**src/rtl/wb_stage.sv**
```systemverilog
// -----------------------------------------------------------------------------
// wb_stage: MEM/WB pipeline register and writeback logic for the RV32I core.
//
// Captures the MEM-stage result one cycle after it is presented, extracts and
// extends load data, selects the writeback value and drives the register file
// write port. The same flops feed the WB->EX forwarding path. A retired-
// instruction counter and a one-cycle load-error pulse are also produced.
//
// Parameters
//   CNT_W         width of the instret counter (wraps modulo 2^CNT_W)
//   LOAD_CHECK    1: flag misaligned / illegal loads; 0: no check
//
// Ports
//   clk_i              core clock, all state updates on posedge
//   rst_i              synchronous active-high reset
//   stall_i            MEM not ready: capture a bubble
//   mem_valid_i        MEM stage holds a real instruction
//   mem_rd_i           destination register index
//   mem_regwrite_i     instruction writes rd
//   mem_wb_sel_i       00 ALU, 01 load, 10 PC+4, 11 reserved (writes 0)
//   mem_alu_result_i   ALU result, also the load address
//   mem_pc_plus4_i     link value for JAL/JALR
//   mem_funct3_i       load type
//   mem_load_data_i    raw aligned data-memory word
//   write_reg_o        register file write index
//   write_data_o       register file write data
//   regwrite_o         register file write enable
//   fwd_valid_o        WB holds a live write (= regwrite_o)
//   fwd_rd_o           forwarding destination (= write_reg_o)
//   fwd_data_o         forwarding value (= write_data_o)
//   load_err_o         one-cycle pulse: misaligned or illegal load retired
//   instret_o          retired-instruction count
// -----------------------------------------------------------------------------
module wb_stage #(
   parameter int unsigned CNT_W      = 64,
   parameter bit          LOAD_CHECK = 1'b1
) (
   input  logic             clk_i,
   input  logic             rst_i,
   input  logic             stall_i,
   input  logic             mem_valid_i,
   input  logic [4:0]       mem_rd_i,
   input  logic             mem_regwrite_i,
   input  logic [1:0]       mem_wb_sel_i,
   input  logic [31:0]      mem_alu_result_i,
   input  logic [31:0]      mem_pc_plus4_i,
   input  logic [2:0]       mem_funct3_i,
   input  logic [31:0]      mem_load_data_i,
   output logic [4:0]       write_reg_o,
   output logic [31:0]      write_data_o,
   output logic             regwrite_o,
   output logic             fwd_valid_o,
   output logic [4:0]       fwd_rd_o,
   output logic [31:0]      fwd_data_o,
   output logic             load_err_o,
   output logic [CNT_W-1:0] instret_o
);

   localparam logic [1:0] SelAlu  = 2'b00;
   localparam logic [1:0] SelLoad = 2'b01;
   localparam logic [1:0] SelLink = 2'b10;

   localparam logic [2:0] F3Lb  = 3'b000;
   localparam logic [2:0] F3Lh  = 3'b001;
   localparam logic [2:0] F3Lw  = 3'b010;
   localparam logic [2:0] F3Lbu = 3'b100;
   localparam logic [2:0] F3Lhu = 3'b101;

   logic [4:0]       write_reg_q,  write_reg_d;
   logic [31:0]      write_data_q, write_data_d;
   logic             regwrite_q,   regwrite_d;
   logic             load_err_q,   load_err_d;
   logic [CNT_W-1:0] instret_q,    instret_d;

   logic [1:0]  lane;
   logic [7:0]  load_byte;
   logic [15:0] load_half;
   logic [31:0] load_val;
   logic [31:0] wb_val;
   logic        err;
   logic        capture;

   // Load lane extraction and extension
   always_comb begin
      lane = mem_alu_result_i[1:0];

      load_byte = mem_load_data_i[7:0];
      case (lane)
         2'd0:    load_byte = mem_load_data_i[7:0];
         2'd1:    load_byte = mem_load_data_i[15:8];
         2'd2:    load_byte = mem_load_data_i[23:16];
         default: load_byte = mem_load_data_i[31:24];
      endcase

      load_half = lane[1] ? mem_load_data_i[31:16] : mem_load_data_i[15:0];

      // Illegal funct3 codes pass the raw word through; only seen for debug.
      load_val = mem_load_data_i;
      case (mem_funct3_i)
         F3Lb:    load_val = {{24{load_byte[7]}}, load_byte};
         F3Lh:    load_val = {{16{load_half[15]}}, load_half};
         F3Lw:    load_val = mem_load_data_i;
         F3Lbu:   load_val = {24'h0, load_byte};
         F3Lhu:   load_val = {16'h0, load_half};
         default: load_val = mem_load_data_i;
      endcase
   end

   // Misaligned / illegal load detection
   always_comb begin
      err = 1'b0;
      if (LOAD_CHECK && (mem_wb_sel_i == SelLoad)) begin
         case (mem_funct3_i)
            F3Lh, F3Lhu:         err = lane[0];
            F3Lw:                err = (lane != 2'd0);
            F3Lb, F3Lbu:         err = 1'b0;
            default:             err = 1'b1;
         endcase
      end
   end

   // Writeback select and next-state
   always_comb begin
      case (mem_wb_sel_i)
         SelAlu:  wb_val = mem_alu_result_i;
         SelLoad: wb_val = load_val;
         SelLink: wb_val = mem_pc_plus4_i;
         default: wb_val = 32'h0;
      endcase

      capture = ~stall_i & mem_valid_i;

      // Bubbles hold the write index/data so the port stays quiet.
      write_reg_d  = write_reg_q;
      write_data_d = write_data_q;
      regwrite_d   = 1'b0;
      load_err_d   = 1'b0;
      instret_d    = instret_q;

      if (capture) begin
         write_reg_d  = mem_rd_i;
         write_data_d = wb_val;
         regwrite_d   = mem_regwrite_i & (mem_rd_i != 5'd0) & ~err;
         load_err_d   = err;
         // Every non-faulting instruction retires, whether or not it writes rd.
         if (!err) begin
            instret_d = instret_q + CNT_W'(1);
         end
      end
   end

   always_ff @(posedge clk_i) begin
      if (rst_i) begin
         write_reg_q  <= 5'd0;
         write_data_q <= 32'h0;
         regwrite_q   <= 1'b0;
         load_err_q   <= 1'b0;
         instret_q    <= '0;
      end else begin
         write_reg_q  <= write_reg_d;
         write_data_q <= write_data_d;
         regwrite_q   <= regwrite_d;
         load_err_q   <= load_err_d;
         instret_q    <= instret_d;
      end
   end

   assign write_reg_o  = write_reg_q;
   assign write_data_o = write_data_q;
   assign regwrite_o   = regwrite_q;
   assign fwd_valid_o  = regwrite_q;
   assign fwd_rd_o     = write_reg_q;
   assign fwd_data_o   = write_data_q;
   assign load_err_o   = load_err_q;
   assign instret_o    = instret_q;

endmodule
```
**config.mk**
```make
export PLATFORM = sky130hd
export DESIGN_NAME = wb_stage
export DESIGN_NICKNAME = d
export VERILOG_FILES = /design/src/rtl/wb_stage.sv
export SDC_FILE = /design/constraint.sdc
export NUM_CORES = 1
export LEC_CHECK = 0
export CAP_MARGIN = 20
export CORE_MARGIN = 2
export CORE_UTILIZATION = 28
export DETAILED_ROUTE_END_ITERATION = 10
export SKIP_LAST_GASP = 1
export SLEW_MARGIN = 20
export SYNTH_ARGS = -nofsm -noshare
export SYNTH_HDL_FRONTEND = slang
export SYNTH_SLANG_ARGS = --single-unit
```
**constraint.sdc**
```tcl
create_clock -name clk_i -period 7.8 [get_ports clk_i]
set_clock_uncertainty 0.1 [all_clocks]
set_input_delay 1.56 -clock clk_i [delete_from_list [all_inputs] [get_ports clk_i]]
set_output_delay 1.56 -clock clk_i [all_outputs]
set_load 0.01 [all_outputs]
```
Word-level counts from Yosys, hierarchy flattened
Index checks and enable logic that the tools add are counted.

Logic and storage cells: 35. Output and inout port bits: 141. Input port bits: 111. Register bits: 103.

Add/sub/neg operators: 1. Eq/ne operators: 8. Multiplexer cells: 6. Reduce and logical (&&, ||, !) cells: 9. Bitwise logic cells: 6.

Operator list (number): 32-bit one-hot mux with 4 select lines (1); 32-bit one-hot mux with 3 select lines (1); 64-bit by 1-bit adder with 64-bit output (second input constant) (1); 8-bit one-hot mux with 3 select lines (1); 16-bit 2-to-1 mux (1); 3-bit equality test (second input constant) (2); 2-bit OR reduction (3); 5-bit nonzero test (1); 2-bit by 1-bit equality test with 1-bit output (second input constant) (2); 2-bit equality test (second input constant) (2); 2-bit logical NOT (2); 1-bit AND (3); 3-bit by 1-bit equality test with 1-bit output (second input constant) (1); 3-bit by 2-bit equality test with 1-bit output (second input constant) (1); 3-bit logical NOT (1); 1-bit NOT (3); 1-bit one-hot mux with 3 select lines (1); 2-bit AND reduction (1); 2-bit nonzero test (1); 1-bit 2-to-1 mux (1).

Longest topological paths before layout
Gate-level depths: netlist of run 1.

Word-level depth: 6. Gate-level depth with buffers: 10. Mapped depth without buffers: 6.

Worst setup path after synthesis of run 1
OpenSTA, ideal clock, no wires.

Path type: input port to flip-flop. Start point: input port mem_funct3_i[0]. End point: register instret_q[53], in the netlist instret_o[53]. Path slack: 4.197 ns. Data required time: 7.630 ns. Data arrival time: 3.432 ns. Path buffers: 3. Library setup time: 0.070 ns. Cell stages on the path: 8. Path through: buf_6 -> nor4_4 -> o31ai_2 -> or4b_1 -> buf_2 -> buf_6 -> or4_1 -> a21oi_1.

Word-level cells in the longest chain between the ends: 6. Elaborated cells on any way between the ends: 11. Classes of those cells: eq/ne: 4; mux: 2; bitwise: 1; reduce/logical: 4.

Ends and longest elaborated chain: from (decl) (line 47) `input logic [2:0] mem_funct3_i,`; 3-bit equality test, or another cell as far along (line 113) `case (mem_funct3_i)`; 2-bit OR reduction (line 113); 1-bit one-hot mux with 3 select lines * (line 113); 1-bit 2-to-1 mux * (line 112) `if (LOAD_CHECK && (mem_wb_sel_i == SelLoad)) begin`; 1-bit NOT (no source line) *; 2-bit AND reduction (no source line) *; to (signal assigned) (line 164) `instret_q <= instret_d;`; to (decl) (line 73) `logic [CNT_W-1:0] instret_q, instret_d;`.

Mark *: on every way between the ends. The rest lies on a longest branch, timed or not. A chain may end at the register's enable or synchronous reset.

Worst setup path in the final report of run 1
Start point: input port mem_alu_result_i[1]. End point: register instret_q[52], in the netlist instret_o[52].

Word-level cells in the longest chain between the ends: 5.

Ends and longest elaborated chain: from (decl) (line 45) `input logic [31:0] mem_alu_result_i,`; 2-bit nonzero test (line 115) `F3Lw: err = (lane != 2'd0);`; 1-bit one-hot mux with 3 select lines (line 113); 1-bit 2-to-1 mux (line 112); 1-bit NOT (no source line); 2-bit AND reduction (no source line).

Every way passes these cells.

==> results.md, run 1 <==
- Status: complete, no violations
- Fillers: about 2,100
- Leakage: about 2.8 nW
- Final Util: 41.4%
- Sequential area share after synthesis: about a third
- Multi-input logic area: around 3400 µm²
- Worst-margin pin slew: roughly 1000 ps
- Starting Density: between 20 and 30%
- Routed length per placed instance: 18.3 µm
- Psw: between 300 and 400 µW
- Post-route ant nets: 0
- Max Slew Vio Count: 0
- Arrival @ worst endpoint: 5120 ps
- Ant. Diodes: 0
- IO buf count: 251
- Crit-path cells: clkdlybuf4s50_1 > nor4_4 > o31a_1 > nand3_1 > or4_1 > a21oi_1
- CTS resizes: 0
- Synth top area cells: dfxtp_1 (34%), a21oi_1 (6.1%), nand2_1 (5.6%), mux2i_1 (5.5%), buf_4 (4.7%)
- Synthesis Warnings: 0
- Most used routing layer in global routing: met2
- Critical Path Max Stage Delay: 850 ps
- CTS tree: built
- Fin crit share: a little under two thirds
- Switching share of power: between 20% and 30%
- Final Hold Fails: 0
- Rows: 53
- DRT Wirelength: 22,300 µm
- Power density over the cells: around 140 nW/µm²
- Die Span Y: between 150 and 200 µm
- First-pass GRT wire length: roughly 34,000 µm
- CP max-delay cell: clkdlybuf4s50_1
- CP startpoint kind: primary input
- Internal power: just under 900 µW
- Synth Instances: 760
- Worst-Skew Late Latency: 350 ps
- HPWL Detailed: roughly 17,000 µm
- Vias: 6,327
- Final min period: 4960 ps
- Sequential standard cell area: 2060 µm²
- Max VDD drop: around 0.000097 V
- CP endpoint kind: flip-flop
- Top delay family on crit path: simple AND/OR/NAND/NOR gates
- Routing usage on met1: roughly a quarter
- Met3 Usage GRT: under 10%
- All-layer global routing usage: between 10% and 20%
- Clock slew at reported path FFs: about 70 ps
- Crit path buffers/inverters: 1
- Post-route DRC: 0
- Synth unique cells: 54
- Crit path kind: in -> reg
- EDFF count, synth: 0
- Setup TNS: 0 ps
- Clock Sinks: ~100
- H-tree levels: 3
- Fmax achieved: around 200 MHz
- Pre-antenna DRT Iters: 5
- CTS buffer count: 9
- GRT met2 Usage: a little under a third
- Ys async rst share: 0%
- Setup Fix Bufs, Post-CTS: 0
- Flop pwr share: 45.5%
- Largest net degree at the start of global routing: 87
- Gate power share: 15.5%
- MaxCap Viol Count: 0
- Max Root-Sink Buffers: 2
- Hold-fix buffers, CTS: 0
- Initial detailed-routing violation count: ~320
- Die W: between 150 and 200 µm
- Full die area: between 20,000 and 25,000 µm²
- Share of the synthesized area in the top cell type: about a third
- Clock root cell: clkbuf_16
- Top Ports: about 250
- Prevailing post-synth register cell: dfxtp_1
- Worst hold path type: reg -> reg
- Core Footprint: approximately 21,000 µm²
- Grt ovf: 0
- Synth Cell Area: between 6000 and 7000 µm²
- Synth Net Count: 872
- Synth area leader: dfxtp_1
- Antenna violations before repair: 0
- Area grow syn2layout: 44.5%
- Crit path max fanout: 27
- Flops & latches, synth: 103
- Routability cong.: 0.811
- Layout cells sized above 1: 4.99%
- Clock network power share: 39.0%
- Vias in the first global route: roughly 6,000
- Mapped Avg Cell Area: between 7 and 8 µm²
- RSZ-0062 raised after global routing: false
- Final setup viols: 0
- Slew headroom: 32.2%
- Final #Nets: ~1,000
- CP required: approximately 8000 ps
- Vias/cell: 5.20
[layout by cell type (no fill, tap or decap), types with 7 or more instances in the layout]
cell             netlist  layout
a31oi_1                7       7
o221ai_1              14      14
xor2_1                10      10
mux2i_1               33      33
nor3_1                13      13
nor4_1                12      11
nand2_1               90      90
or4_1                 28      28
buf_4                 38       8
dfxtp_1              103     103
mux2_2                12      12
or3_1                 17      17
and4_1                 8       8
clkbuf_16              0       9
and3_1                 9       9
xnor2_1               10      10
clkdlybuf4s50_1        0     249
nand4_1               33      33
o31ai_1               24      24
o21ai_0               52      52
o211ai_1               7       7
inv_1                 13      13
nor2_1                41      41
nand3_1               15      15
a21oi_1               73      73
[final timing paths]
check	startpoint	endpoint	slack, ps	cells past startpoint
min reg2reg	fwd_data_o[16]	fwd_data_o[16]	370	2
min	fwd_data_o[16]	fwd_data_o[16]	370	2
max	mem_alu_result_i[1]	instret_o[52]	2840	6
max reg2reg	instret_o[12]	instret_o[57]	4820	5
[power groups by stage]
stage | logic, mW | clock network [mW] | registers, mW
floorplan | 0.0790 | 0 | 0.557
global placement | 0.186 | 0 | 0.555
detailed placement | 0.186 | 0 | 0.556
CTS | 0.187 | 0.485 | 0.543
global route | 0.201 | 0.500 | 0.544
finish | 0.185 | 0.465 | 0.543
[flip-flops by register name, indices dropped and copies added, names as in the netlist]
| name | cells |
|---|---|
| fwd_data_o | 32 |
| fwd_valid_o | 1 |
| fwd_rd_o | 5 |
| instret_o | 64 |
| load_err_o | 1 |
[worst reg2reg max path, cell delays in order (launching register included)]
cell     delay, ps
dfxtp_1        470
and2_1         350
and3_1         260
or4b_2         960
or4_1          620
a21oi_1        150
[layer usage]
| layer | wire (µm) | part of all wire, % |
|---|---|---|
| met1 | 9640 | 43 |
| met2 | 10800 | 48 |
| met3 | 1590 | 7.1 |
| met4 | 273 | 1.2 |
| met5 | 0 | 0 |
[cell families after synthesis]
logic type / after synthesis / synth area share (%)
buffers and inverters: 106 / 9.49
AO/OA/AOI/OAI: 185 / 18.1
AND/OR/NAND/NOR: 299 / 27.0
flip-flops: 103 / 34.2
adder cells (fa/ha/maj): 1 / 0.207
multiplexers: 46 / 8.08
XOR/XNOR: 20 / 2.90
[synthesized netlist by cell type (14+ instances only)]
| cell | instances |
|---|---|
| a21oi_1 | 73 |
| buf_4 | 38 |
| clkbuf_1 | 37 |
| dfxtp_1 | 103 |
| mux2i_1 | 33 |
| nand2_1 | 90 |
| nand3_1 | 15 |
| nand4_1 | 33 |
| nor2_1 | 41 |
| o21ai_0 | 52 |
| o221ai_1 | 14 |
| o31ai_1 | 24 |
| or3_1 | 17 |
| or4_1 | 28 |
[per-stage QoR]
stage	std cells	setup WS, ps	instance area (µm²)	power [mW]	hold WS (ps)
final	1217	2840	8720	1.19	372
after global placement	1201	2600	8420	0.741	357
after CTS	1217	2840	8720	1.22	376
after global routing	1217	2460	8720	1.24	396
after detailed placement	1201	2480	8420	0.742	365
after floorplan	760	4200	6040	0.636	389
[cell type report]
type                            instances  share of cell area [%]
Multi-Input combinational cell        551                    39.1
Inverter                               14                   0.602
Tap cell                              275                    3.94
Clock inverter                          4                   0.387
Timing Repair Buffer                  258                    29.3
Clock buffer                           12                    3.06
Sequential cell                       103                    23.6
Note: power is estimated with default switching activity, not from simulation.
==> inputs of run 2 (changes only) <==
==> constraint.sdc (replaced) <==
create_clock -name clk_i -period 4.9 [get_ports clk_i]
set_clock_uncertainty 0.1 [all_clocks]
set_input_delay 0.98 -clock clk_i [delete_from_list [all_inputs] [get_ports clk_i]]
set_output_delay 0.98 -clock clk_i [all_outputs]
set_load 0.01 [all_outputs]
==> run 2 against run 1 <==
Compared with the run above:
- combinational power is 61% higher
- hold slack better by 6.2 ps
- register-to-register slack lost 2900 ps
- routed wire length up 0.75%
- setup slack lost 1800 ps
- critical path depth unchanged
- utilization is 0.17 points higher
- global-route usage increased by 0.39 points
- final cell count up 0.41%
==> results.md, run 2 (synthesis results as in run 1) <==
- Final min period: ~3800 ps
- CTS tree: built
- Die W: 151 µm (unchanged)
- Worst Hold Launch: fwd_data_o[27]
- Max FFs per register: 64 (unchanged)
- Fin area: 8760 µm² (+0.40%)
- Largest net degree at the start of global routing: 59 (-32%)
- Vias/cell: 5.26 (+1.2%)
- Most frequent cells in the layout: clkdlybuf4s50_1 (249), dfxtp_1 (103), nand2_1 (90), a21oi_1 (73), o21ai_0 (52)
- H-tree levels: 3 (unchanged)
- Pwr Total: 1.93 mW (+61%)
- IO buf count: 251 (unchanged)
- Arrival @ worst endpoint: 4020 ps (-1100 ps)
- Gate power share: 15.5% (about the same)
- WHS Path Cells: 2 (unchanged)
- Rows: 53 (unchanged)
- Hold Slack: 379 ps (+6.21 ps)
- Worst-Skew Late Latency: 360 ps (about the same)
- Max Slew Vio Count: 0 (unchanged)
- Setup TNS: 0 ps (unchanged)
- DRT Wirelength: 22,500 µm (+0.75%)
- WHS Endpoint: fwd_data_o[27]
- Post-route DRC: 0 (unchanged)
- Full die area: 22,700 µm² (unchanged)
- All-layer global routing usage: 19.2% (+0.39 points)
- Grt ovf: 0 (unchanged)
- Fillers: 2,157 (+0.89%)
- Initial detailed-routing violation count: 360 (+14%)
- Clock Sinks: 103 (unchanged)
- Antenna violations before repair: 0 (unchanged)
- Clock network power share: 39.6% (+0.6 points)
- Psw: 506 µW (+64%)
- CTS resizes: 0 (unchanged)
- R2R Path Start: instret_o[3]
- Hold-fix buffers, CTS: 0 (unchanged)
- Starting Density: 28.6% (unchanged)
- Internal power: 1.42 mW (+60%)
- Status: complete, no violations
- Clock slew at reported path FFs: 80 ps (about the same)
- Area grow syn2layout: 45.1%
- Final setup viols: 0 (unchanged)
- Clock root cell: clkbuf_16
- CP endpoint kind: flip-flop
- Most common cell after layout, fill and taps aside: clkdlybuf4s50_1
- CP startpoint kind: primary input
- Top Ports: 252 (unchanged)
- Routability cong.: 0.844 (+4.2%)
- Reg2reg path depth: 5 (unchanged)
- Worst-margin pin slew: 1080 ps (+62.5 ps)
- Max Root-Sink Buffers: 2 (unchanged)
- Reg2reg setup slack: 1930 ps (-2890 ps)
- Die Span Y: 151 µm (unchanged)
- Post-route ant nets: 0 (unchanged)
- Ant. Diodes: 0 (unchanged)
- Vias in the first global route: 6,071 (+2.6%)
- Setup Fix Bufs, Post-CTS: 0 (unchanged)
- Switching share of power: 26.3% (+0.44 points)
- Fmax achieved: roughly 260 MHz
- CP required: 5100 ps (-2860 ps)
- HPWL Detailed: 16,800 µm (+0.55%)
- Max VDD drop: 0.000167 V (+73%)
- Pre-antenna DRT Iters: 5 (unchanged)
- Final #Nets: 1,054 (+0.48%)
- Routed length per placed instance: 18.4 µm (+0.34%)
- Vias: 6,431 (+1.6%)
- Final Hold Fails: 0 (unchanged)
- Leakage: 2.83 nW (+0.35%)
- Layout cells sized above 1: 5.17% (+0.18 points)
- CTS buffer count: 9 (unchanged)
- Worst hold path type: reg -> reg
- Area of placed instances: 8460 µm² (+0.45%)
- RSZ-0062 raised after global routing: false
- Core Footprint: 21,100 µm² (unchanged)
- Crit Reg-Reg Endpoint: instret_o[51]
- MaxCap Viol Count: 0 (unchanged)
- Fin crit share: roughly 78%
- Crit path max fanout: 36 (+33%)
- First-pass GRT wire length: 34,000 µm (+0.88%)
- Crit path kind: in -> reg
- Flop pwr share: 44.9% (-0.6 points)
- Slew headroom: 27.8% (-4.5 points)
- Power density over the cells: 220 nW/µm² (+61%)
-- run 2: cell count changes in the layout (fill, tap and decap cells not counted), sizes merged --
cell,change
buf,+5
bufinv,+1
clkbuf,-1
clkinv,-1
clkinvlp,+2
inv,-1
-- run 2: layout make-up --
| class | instances | area (µm²) | area share, % |
|---|---|---|---|
| clock buffer | 11 | 233 | 2.66 |
| clock inverter | 5 | 65.1 | 0.743 |
| inverter | 14 | 52.6 | 0.600 |
| multi-input combinational | 551 | 3410 | 38.9 |
| sequential | 103 | 2060 | 23.5 |
| tap | 275 | 344 | 3.93 |
| timing repair buffer | 263 | 2590 | 29.6 |
-- run 2: worst max-delay path, stage by stage --
cell	delay, ps
clkdlybuf4s50_1	620
a21oi_1	410
o31ai_2	210
or4b_1	970
or4_1	670
a21oi_1	140
-- run 2: stage by stage --
| stage | setup slack (ps) | utilization (%) | cells |
|---|---|---|---|
| detailed placement | 677 | 40.1 | 1206 |
| floorplan | 1880 | - | 760 |
| finish | 1080 | 41.5 | 1222 |
| global route | 866 | 41.5 | 1222 |
| global placement | 774 | 40.1 | 1206 |
| CTS | 1070 | 41.5 | 1222 |
-- run 2: metal layers --
metal | track usage [%] | part of all wire, % | wire length [µm] | vias to the layer above
met4 | 4.63 | 1.2 | 262 | 0
li1 | - | - | - | 3143
met1 | 24.1 | 42 | 9480 | 3024
met3 | 4.61 | 8.4 | 1880 | 15
met2 | 33.3 | 48 | 10800 | 249
met5 | 0 | 0 | 0 | -
-- run 2: power by group through the flow --
stage / logic [mW] / clock network, mW / registers [mW]
2_1_floorplan: 0.126 / 0 / 0.886
3_3_place_gp: 0.299 / 0 / 0.883
3_5_place_dp: 0.299 / 0 / 0.884
4_1_cts: 0.301 / 0.781 / 0.864
5_1_grt: 0.324 / 0.813 / 0.866
6_report: 0.298 / 0.763 / 0.864
-- run 2: worst max-delay path by stage --
stage	start	endpoint	slack [ps]
after floorplan	mem_funct3_i[0]	instret_o[53]	1880
after global placement	mem_funct3_i[0]	instret_o[57]	770
after detailed placement	mem_funct3_i[0]	instret_o[29]	680
after CTS	mem_funct3_i[0]	instret_o[29]	1070
after global routing	mem_funct3_i[0]	instret_o[51]	870
final	mem_funct3_i[0]	instret_o[51]	1080
